[src/rtl/mem_port_arbiter_if.sv]
// Bus bundle between two requesters (fetch, data) and a shared single-port memory.
// Ports: fetch req/addr -> gnt/rvalid/rdata; data req/we/addr/wdata -> gnt/rvalid/rdata;
//        memory en/we/addr/wdata out, rdata in.
// Modports: slave = arbiter side, master = requesters plus memory side.
interface mem_port_arbiter_if #(
    parameter int unsigned DATA_W = 32
);
    logic              if_req_i;
    logic [DATA_W-1:0] if_addr_i;
    logic              if_gnt_o;
    logic              if_rvalid_o;
    logic [DATA_W-1:0] if_rdata_o;

    logic              dm_req_i;
    logic              dm_we_i;
    logic [DATA_W-1:0] dm_addr_i;
    logic [DATA_W-1:0] dm_wdata_i;
    logic              dm_gnt_o;
    logic              dm_rvalid_o;
    logic [DATA_W-1:0] dm_rdata_o;

    logic              mem_en_o;
    logic              mem_we_o;
    logic [DATA_W-1:0] mem_addr_o;
    logic [DATA_W-1:0] mem_wdata_o;
    logic [DATA_W-1:0] mem_rdata_i;

    modport slave (
        input  if_req_i, if_addr_i,
        output if_gnt_o, if_rvalid_o, if_rdata_o,
        input  dm_req_i, dm_we_i, dm_addr_i, dm_wdata_i,
        output dm_gnt_o, dm_rvalid_o, dm_rdata_o,
        output mem_en_o, mem_we_o, mem_addr_o, mem_wdata_o,
        input  mem_rdata_i
    );

    modport master (
        output if_req_i, if_addr_i,
        input  if_gnt_o, if_rvalid_o, if_rdata_o,
        output dm_req_i, dm_we_i, dm_addr_i, dm_wdata_i,
        input  dm_gnt_o, dm_rvalid_o, dm_rdata_o,
        input  mem_en_o, mem_we_o, mem_addr_o, mem_wdata_o,
        output mem_rdata_i
    );
endinterface

[src/rtl/mem_port_arbiter.sv]
// Arbitrates one single-port memory between a fetch and a data requester,
// one outstanding access at a time. Grants and memory commands are combinational
// (issued in IDLE or in the BUSY cycle whose access completes); completion
// (rvalid/rdata) fires exactly MEM_LAT cycles after the grant.
// Ports: clk_i, reset_i (sync, active-high), bus (mem_port_arbiter_if.slave).
// Option: define ARB_STARVE_GUARD_EN to let fetch win once it has waited
//         STARVE_MAX cycles; otherwise data always has priority.
module mem_port_arbiter #(
    parameter int unsigned DATA_W     = 32,
    parameter int unsigned MEM_LAT    = 2,
    parameter int unsigned STARVE_MAX = 4
) (
    input  logic clk_i,
    input  logic reset_i,
    mem_port_arbiter_if.slave bus
);

    // Elaboration-time legality checks on parameters
    if (MEM_LAT < 1) begin : g_bad_lat
        $error("mem_port_arbiter: MEM_LAT must be >= 1");
    end
    if (STARVE_MAX < 1) begin : g_bad_starve
        $error("mem_port_arbiter: STARVE_MAX must be >= 1");
    end

    localparam int unsigned CNT_W = (MEM_LAT > 1) ? $clog2(MEM_LAT) : 1;

    typedef enum logic {IDLE = 1'b0, BUSY = 1'b1} state_t;

    state_t             state, state_next;
    logic               owner_dm_q;   // 1 = data owns the access in flight
    logic               owner_wr_q;   // access in flight is a data write
    logic [CNT_W-1:0]   cnt_q;        // cycles left until completion
    logic               done_c;
    logic               can_issue_c;
    logic               fetch_wins_c;
    logic               grant_if_c;
    logic               grant_dm_c;

    assign done_c      = (state == BUSY) && (cnt_q == '0);
    assign can_issue_c = !reset_i && ((state == IDLE) || done_c);

`ifdef ARB_STARVE_GUARD_EN
    localparam int unsigned SW = $clog2(STARVE_MAX + 1);

    logic [SW-1:0] starve_q;
    logic          starve_hit_c;

    assign starve_hit_c = (starve_q == SW'(STARVE_MAX));
    assign fetch_wins_c = bus.if_req_i && (!bus.dm_req_i || starve_hit_c);

    // Counts cycles fetch waits with its request up; saturates at STARVE_MAX
    always_ff @(posedge clk_i) begin
        if (reset_i || !bus.if_req_i || grant_if_c) begin
            starve_q <= '0;
        end else if (starve_q < SW'(STARVE_MAX)) begin
            starve_q <= starve_q + SW'(1);
        end
    end
`else
    assign fetch_wins_c = bus.if_req_i && !bus.dm_req_i;
`endif

    assign grant_if_c = can_issue_c && fetch_wins_c;
    assign grant_dm_c = can_issue_c && bus.dm_req_i && !fetch_wins_c;

    // State register
    always_ff @(posedge clk_i) begin
        if (reset_i) begin
            state <= IDLE;
        end else begin
            state <= state_next;
        end
    end

    // Next-state logic; a grant in the completion cycle keeps us BUSY
    always_comb begin
        state_next = state;
        case (state)
            IDLE: if (grant_if_c || grant_dm_c) state_next = BUSY;
            BUSY: if (done_c) state_next = (grant_if_c || grant_dm_c) ? BUSY : IDLE;
            default: state_next = IDLE;
        endcase
    end

    // Owner and latency tracking for the access in flight
    always_ff @(posedge clk_i) begin
        if (reset_i) begin
            owner_dm_q <= 1'b0;
            owner_wr_q <= 1'b0;
            cnt_q      <= '0;
        end else if (grant_if_c || grant_dm_c) begin
            owner_dm_q <= grant_dm_c;
            owner_wr_q <= grant_dm_c && bus.dm_we_i;
            cnt_q      <= CNT_W'(MEM_LAT - 1);
        end else if ((state == BUSY) && (cnt_q != '0)) begin
            cnt_q <= cnt_q - CNT_W'(1);
        end
    end

    // Output logic: grant/command from the winner, completion to the owner
    always_comb begin
        bus.if_gnt_o    = 1'b0;
        bus.if_rvalid_o = 1'b0;
        bus.if_rdata_o  = '0;
        bus.dm_gnt_o    = 1'b0;
        bus.dm_rvalid_o = 1'b0;
        bus.dm_rdata_o  = '0;
        bus.mem_en_o    = 1'b0;
        bus.mem_we_o    = 1'b0;
        bus.mem_addr_o  = '0;
        bus.mem_wdata_o = '0;

        if (grant_dm_c) begin
            bus.dm_gnt_o    = 1'b1;
            bus.mem_en_o    = 1'b1;
            bus.mem_we_o    = bus.dm_we_i;
            bus.mem_addr_o  = bus.dm_addr_i;
            bus.mem_wdata_o = bus.dm_wdata_i;
        end else if (grant_if_c) begin
            bus.if_gnt_o    = 1'b1;
            bus.mem_en_o    = 1'b1;
            bus.mem_addr_o  = bus.if_addr_i;
        end

        // Reset discards the access in flight, so no completion while it is high
        if (done_c && !reset_i) begin
            if (owner_dm_q) begin
                bus.dm_rvalid_o = 1'b1;
                bus.dm_rdata_o  = owner_wr_q ? DATA_W'(0) : bus.mem_rdata_i;
            end else begin
                bus.if_rvalid_o = 1'b1;
                bus.if_rdata_o  = bus.mem_rdata_i;
            end
        end
    end

endmodule

[src/flat_wrapper.sv]
// flat-port wrapper written by rule: the top's interface ports become plain ports
module mem_port_arbiter_flat 
#(
    parameter int unsigned DATA_W     = 32,
    parameter int unsigned MEM_LAT    = 2,
    parameter int unsigned STARVE_MAX = 4
)
  (clk_i, reset_i, bus_if_req_i, bus_if_addr_i, bus_if_gnt_o, bus_if_rvalid_o, bus_if_rdata_o, bus_dm_req_i, bus_dm_we_i, bus_dm_addr_i, bus_dm_wdata_i, bus_dm_gnt_o, bus_dm_rvalid_o, bus_dm_rdata_o, bus_mem_en_o, bus_mem_we_o, bus_mem_addr_o, bus_mem_wdata_o, bus_mem_rdata_i);
  mem_port_arbiter_if #(.DATA_W(DATA_W)) bus_i ();
  input  logic clk_i;
  input  logic reset_i;
  input wire logic [$bits(bus_i.if_req_i)-1:0] bus_if_req_i;
  input wire logic [$bits(bus_i.if_addr_i)-1:0] bus_if_addr_i;
  output wire logic [$bits(bus_i.if_gnt_o)-1:0] bus_if_gnt_o;
  output wire logic [$bits(bus_i.if_rvalid_o)-1:0] bus_if_rvalid_o;
  output wire logic [$bits(bus_i.if_rdata_o)-1:0] bus_if_rdata_o;
  input wire logic [$bits(bus_i.dm_req_i)-1:0] bus_dm_req_i;
  input wire logic [$bits(bus_i.dm_we_i)-1:0] bus_dm_we_i;
  input wire logic [$bits(bus_i.dm_addr_i)-1:0] bus_dm_addr_i;
  input wire logic [$bits(bus_i.dm_wdata_i)-1:0] bus_dm_wdata_i;
  output wire logic [$bits(bus_i.dm_gnt_o)-1:0] bus_dm_gnt_o;
  output wire logic [$bits(bus_i.dm_rvalid_o)-1:0] bus_dm_rvalid_o;
  output wire logic [$bits(bus_i.dm_rdata_o)-1:0] bus_dm_rdata_o;
  output wire logic [$bits(bus_i.mem_en_o)-1:0] bus_mem_en_o;
  output wire logic [$bits(bus_i.mem_we_o)-1:0] bus_mem_we_o;
  output wire logic [$bits(bus_i.mem_addr_o)-1:0] bus_mem_addr_o;
  output wire logic [$bits(bus_i.mem_wdata_o)-1:0] bus_mem_wdata_o;
  input wire logic [$bits(bus_i.mem_rdata_i)-1:0] bus_mem_rdata_i;
  assign bus_i.if_req_i = bus_if_req_i;
  assign bus_i.if_addr_i = bus_if_addr_i;
  assign bus_if_gnt_o = bus_i.if_gnt_o;
  assign bus_if_rvalid_o = bus_i.if_rvalid_o;
  assign bus_if_rdata_o = bus_i.if_rdata_o;
  assign bus_i.dm_req_i = bus_dm_req_i;
  assign bus_i.dm_we_i = bus_dm_we_i;
  assign bus_i.dm_addr_i = bus_dm_addr_i;
  assign bus_i.dm_wdata_i = bus_dm_wdata_i;
  assign bus_dm_gnt_o = bus_i.dm_gnt_o;
  assign bus_dm_rvalid_o = bus_i.dm_rvalid_o;
  assign bus_dm_rdata_o = bus_i.dm_rdata_o;
  assign bus_mem_en_o = bus_i.mem_en_o;
  assign bus_mem_we_o = bus_i.mem_we_o;
  assign bus_mem_addr_o = bus_i.mem_addr_o;
  assign bus_mem_wdata_o = bus_i.mem_wdata_o;
  assign bus_i.mem_rdata_i = bus_mem_rdata_i;
  mem_port_arbiter #(.DATA_W(DATA_W), .MEM_LAT(MEM_LAT), .STARVE_MAX(STARVE_MAX)) u_core (.clk_i(clk_i), .reset_i(reset_i), .bus(bus_i));
endmodule
[config.mk]
export PLATFORM = sky130hd
export DESIGN_NAME = mem_port_arbiter_flat
export DESIGN_NICKNAME = d
export VERILOG_FILES = /design/src/rtl/mem_port_arbiter_if.sv /design/src/rtl/mem_port_arbiter.sv /design/src/flat_wrapper.sv
export SDC_FILE = /design/constraint.sdc
export NUM_CORES = 1
export LEC_CHECK = 0
export CORE_AREA = 3 3 103 105
export CTS_BUF_LIST = sky130_fd_sc_hd__clkbuf_8
export DETAILED_ROUTE_END_ITERATION = 10
export DIE_AREA = 0 0 106 108
export GPL_TIMING_DRIVEN = 1
export PLACE_DENSITY = 0.67
export REMOVE_ABC_BUFFERS = 1
export SYNTH_ARGS = -nofsm -noshare
export SYNTH_HDL_FRONTEND = slang
export SYNTH_SLANG_ARGS = --single-unit
[constraint.sdc]
create_clock -name clk_i -period 2.1 [get_ports clk_i]
set_clock_uncertainty 0.2 [all_clocks]
set_input_delay 0.42 -clock clk_i [delete_from_list [all_inputs] [get_ports clk_i]]
set_output_delay 0.42 -clock clk_i [all_outputs]
set_load 0.02 [all_outputs]
# Word level (Yosys, flattened, before mapping)
# Cells that the tools add are included.
[word_totals] register_bits=4 output_inout_bits=134
[classes] add_sub_neg=1 mux=22 bitwise=2 reduce_logical=15
[ops] operator="$mux W32" count=8
[ops] operator="$mux W1" count=13
[ops] operator="$logic_and A1 B1 Y1" count=9
[ops] operator="$logic_not A1 Y1" count=3
[ops] operator="$logic_or A1 B1 Y1" count=2
[ops] operator="$not A1 Y1" count=2
[ops] operator="$pmux W1 S2" count=1
[ops] operator="$reduce_bool A2 Y1" count=1
[ops] operator="$sub A1 B1 Y1 const B" count=1

# Logic depth before layout (Yosys ltp)
[logic_depth] depth_word=10 mapped_depth=5

# Least setup slack after synthesis
# Ideal clock, no wire load.
[synth_path] kind="in2out" start="in bus_dm_req_i" end="out bus_mem_addr_o[23]" arrival_time_ns=1.374 path_slack_ns=0.106 path_stages=5 path_buffers=3 cell_sequence="clkbuf_1 > and3b_1 > buf_4 > buf_6 > a22o_1"
[synth_between] elab_chain_cells=5
[synth_rtl] item="start: declaration" line="flat_wrapper.sv:17" source="input wire logic [$bits(bus_i.dm_req_i)-1:0] bus_dm_req_i;"
[synth_rtl] item="$logic_not A1 Y1" line="mem_port_arbiter.sv:61" source="assign fetch_wins_c = bus.if_req_i && !bus.dm_req_i;"
[synth_rtl] item="$logic_and A1 B1 Y1" line="mem_port_arbiter.sv:61"
[synth_rtl] item="$logic_and A1 B1 Y1 / $logic_not A1 Y1 (equally long branches)" line="mem_port_arbiter.sv:64, mem_port_arbiter.sv:65"
[synth_rtl] item="$mux W32 / $logic_and A1 B1 Y1 (equally long branches)" line="mem_port_arbiter.sv:120, mem_port_arbiter.sv:65"
[synth_rtl] item="$mux W32 (*)" line="mem_port_arbiter.sv:114" source="if (grant_dm_c) begin"
[synth_rtl] item="end: declaration" line="flat_wrapper.sv:26" source="output wire logic [$bits(bus_i.mem_addr_o)-1:0] bus_mem_addr_o;"
# Mark *: on every way between the ends. The rest lies on a longest branch, timed or not.

# Worst setup path after layout
[layout_path] start="reg u_core.state" end="out bus_mem_en_o"
[layout_between] elab_chain_cells=6
[layout_rtl] item="start: declaration" line="mem_port_arbiter.sv:30" source="state_t state, state_next;"
[layout_rtl] item="start signal: assignment" line="mem_port_arbiter.sv:72" source="state <= state_next;"
[layout_rtl] item="$logic_and A1 B1 Y1 / $not A1 Y1 (equally long branches)" line="mem_port_arbiter.sv:40, mem_port_arbiter.sv:41"
[layout_rtl] item="$logic_or A1 B1 Y1 (*)" line="mem_port_arbiter.sv:41" source="assign can_issue_c = !reset_i && ((state == IDLE) || done_c);"
[layout_rtl] item="$logic_and A1 B1 Y1 (*)" line="mem_port_arbiter.sv:41"
[layout_rtl] item="$logic_and A1 B1 Y1, on equally long branches" line="mem_port_arbiter.sv:64, mem_port_arbiter.sv:65"
[layout_rtl] item="$mux W1 / $logic_and A1 B1 Y1 (equally long branches)" line="mem_port_arbiter.sv:120, mem_port_arbiter.sv:65"
[layout_rtl] item="$mux W1 (*)" line="mem_port_arbiter.sv:114"
[layout_rtl] item="end: declaration" line="flat_wrapper.sv:24" source="output wire logic [$bits(bus_i.mem_en_o)-1:0] bus_mem_en_o;"
# Marked as above.

==> key figures <==
Timing
  – FMAX: 464.5 MHz
  – PnR worst setup slack: -0.05277 ns
  – Slew Limit Fails: 0
  – Final hold slack: 0.3113 ns
  – Worst Tran Pin Value: 0.2427 ns
  – Max-slew headroom: 0.8388
  – Finish-stage setup viols: 37
  – Tcrit/Tclk final: 1.025
  – Final hold vios: 0
  – Period minus WS final: 2.153 ns
  – Unrepaired setup endpoints after global routing: yes
  – Setup TNS: -0.7269 ns

Floorplanning
  – Row count: 36
  – Initial Util: 0.1254
  – Die area: 0.01145 mm^2
  – DIE WIDTH: 106 um
  – Core Box Area: 0.009729 mm^2
  – DIE HEIGHT: 108 um
  – I/O Pins: 267

Setup path
  – CP max stage delay: 0.36 ns
  – Data required, critical path: 1.48 ns
  – R2R setup slack: 0.42 ns
  – WS Path Type: reg -> out
  – Reg-to-Reg End: u_core.owner_wr_q
  – Startpoint Class: flop
  – Reg2reg path depth: 7
  – CP Capture Type: output pin
  – CP top delay family: simple AND/OR/NAND/NOR gates
  – Crit path max fanout: 4
  – CP cell instances: a21oi_4, and3b_2, buf_12, clkbuf_16, or2_4, buf_6
  – Slowest CP cell: dfxtp_4
  – Worst Path Buf+Inv: 3
  – Reg2reg start: u_core.state
  – WP data arrival: 1.53 ns

Synthesis
  – Synth top area share: 0.3333
  – Post-synthesis sequential area ratio: 0.06564
  – Mean post-synth cell area: 7.176 um^2
  – Most numerous cell in the Yosys netlist: and2_1
  – Synth Area in Simple Gates: 0.5467
  – Synth top area cells: and2_1 33%, a22o_1 23%, and3_1 16%
  – Largest family of logic cells by synthesized area: simple AND/OR/NAND/NOR gates
  – XOR/XNOR Fraction of Synth Area: 0
  – Dominant synthesized flop cell: dfxtp_1
  – Cell area after synthesis: 0.001220 mm^2
  – Post-Syn Instances: 170
  – Adder-cell share of the synthesized area: 0
  – Yosys reg bits: 4
  – Multiplexer share of the synthesized area: 0
  – Area leader, netlist: and2_1
  – Post-synth EDFFs: 0
  – Post-synth ARST share: 0
  – Distinct cells, synth: 21
  – Synth warnings: 0
  – Synth top cells by count: 65 x and2_1, 32 x a22o_1, 32 x and3_1
  – Compound-gate portion of the synthesized area: 0.2697

Detailed routing
  – DRT Wirelength: 8.922 mm
  – Routed vias/inst: 4.136
  – Remaining DRCs: 0
  – Vias after detailed routing: 2403
  – Routed len/inst: 15.36 um
  – Final ANT Viol Nets: 0
  – Iteration-0 DRC Markers: 46
  – Pre-Repair DR Iteration Count: 4

Final layout
  – Fillers: 1013
  – Share of post-route cells with drive strength above 1: 0.3973
  – Final Cell Area: 0.004021 mm^2
  – Area occupied by multi-input gates: 0.001030 mm^2
  – N_diodes: 0
  – Area growth syn-to-layout: 229.6%
  – Nets@finish: 583
  – Fin cells: 581
  – Register area: 85.08 um^2

Clocking
  – Max Buffers Root-to-Sink: 2
  – H-tree levels: 1
  – CTS tree: yes
  – Clock tree root driver cell: clkbuf_8
  – Clock buffer count from CTS: 3
  – Clock Pin Slew Worst Setup and Hold Paths: 0.03 ns
  – CTS sink cnt: 4
  – Hold_buf cts: 0
  – Clock latency on the worst-skew pair: 0.21 ns

Place
  – Placer Congestion: 0.7357
  – I/O Buffers: 266
  – Placed cell area: 0.004083 mm^2
  – DP HPWL: 7.058 mm
  – Placed cells: 564

Pwr
  – Logic pwr share: 0.752
  – Sequential power share: 0.091
  – Leakage power: 0.002018 uW
  – Design Power: 1011 uW
  – VDD IR max: 0.1381 mV
  – Sw Share: 0.3506
  – Cell Pwr Density: 251.4 mW/mm^2
  – Clock network fraction of design power: 0.157
  – Internal: 656.6 uW
  – Switch Pwr: 354.4 uW

Outcome
  – Outcome: finished with violations
  – Failing checks: negative setup slack

Job
  – MaxCap Viol Count: 0

Global route
  – First-pass GRT wire length: 12.74 mm
  – Antenna violations before repair: 0
  – Remaining global-route overflow: 0
  – All-Layer GR Usage: 0.1379
  – Largest net degree at the start of global routing: 36
  – Vias in the first global route: 2474

Worst hold path
  – Worst hold start: u_core.owner_wr_q
  – Hold Crit Depth: 2
  – Hold Path End: u_core.owner_wr_q
  – Worst hold-check path type: reg -> reg
flip-flops by register name, indices dropped and copies added, names as in the netlist:
name / flops
u_core.state: 1
u_core.cnt_q: 1
u_core.owner_wr_q: 1
u_core.owner_dm_q: 1
tightest hold or removal path, delay by kind of cell, from the launching register on:
family	cells	cell delay, ns
buffers and inverters	1	0.07
flip-flops	1	0.32
AO/OA/AOI/OAI	1	0.07
cell type report:
cell class,instances,area share
inverter,2,0.001867
multi-input combinational,143,0.2561
sequential,4,0.02116
timing repair buffer,296,0.6693
clock buffer,3,0.01027
tap,133,0.04138
repair_timing:
| action | 4_1_cts | 5_1_grt |
|---|---|---|
| buffers inserted | 8 | 2 |
| endpoints found under the setup margin | 134 | 130 |
| gates resized for setup | 549 | 35 |
| cloned | 4 | 1 |
| pin swaps | 6 | 3 |
per-stage QoR:
| step | utilization | setup slack (ns) |
|---|---|---|
| after floorplan | - | -0.7844 |
| after global placement | 0.4196 | -0.8139 |
| after detailed placement | 0.4196 | -0.8437 |
| after CTS | 0.4102 | -0.09462 |
| after global routing | 0.4133 | -0.1128 |
| final | 0.4133 | -0.05277 |
per-layer routing:
layer	wire length [um]	global-route usage	share of wire	vias up
met5	0	0	0	-
met4	148	0.03700	0.017	0
met3	972	0.04119	0.11	10
met2	4722	0.2842	0.53	161
met1	3078	0.1310	0.34	1072
li1	-	-	-	1160
worst max-delay path by stage:
stage / start / to / slack, ns / cells past startpoint
4_1_cts: u_core.state / bus_mem_addr_o[5] / -0.09 / 6
2_1_floorplan: reset_i / bus_mem_addr_o[0] / -0.78 / 3
5_1_grt: u_core.cnt_q / bus_mem_addr_o[4] / -0.11 / 6
6_report: u_core.state / bus_mem_en_o / -0.05 / 6
3_3_place_gp: reset_i / bus_mem_addr_o[14] / -0.81 / 6
3_5_place_dp: reset_i / bus_mem_addr_o[14] / -0.84 / 6
power by group through the flow:
| stage | combinational [uW] | clock (uW) | sequential, uW |
|---|---|---|---|
| final | 760 | 159 | 92.0 |
| after global routing | 806 | 170 | 92.8 |
| after CTS | 757 | 165 | 91.4 |
| after detailed placement | 756 | 0 | 89.6 |
| after global placement | 748 | 0 | 89.5 |
| after floorplan | 245 | 0 | 88.5 |
kinds of logic after synthesis:
family          after synthesis
compound gates               37
buf+inv                      23
flops                         4
simple gates                106
cell usage in the layout (no fill, tap or decap), types with 2 or more instances in the layout:
cell type and n:
buf_6 21, clkdlybuf4s50_1 129, nor3_4 2, inv_1 2, clkbuf_2 11, buf_12 5, and2_1 65, a22o_1 32
buf_4 38, buf_2 62, clkdlybuf4s15_2 23, clkbuf_8 3, dfxtp_1 2, and3_1 32, nor2_1 2, buf_16 4
Note: power is estimated with default switching activity, not from simulation.
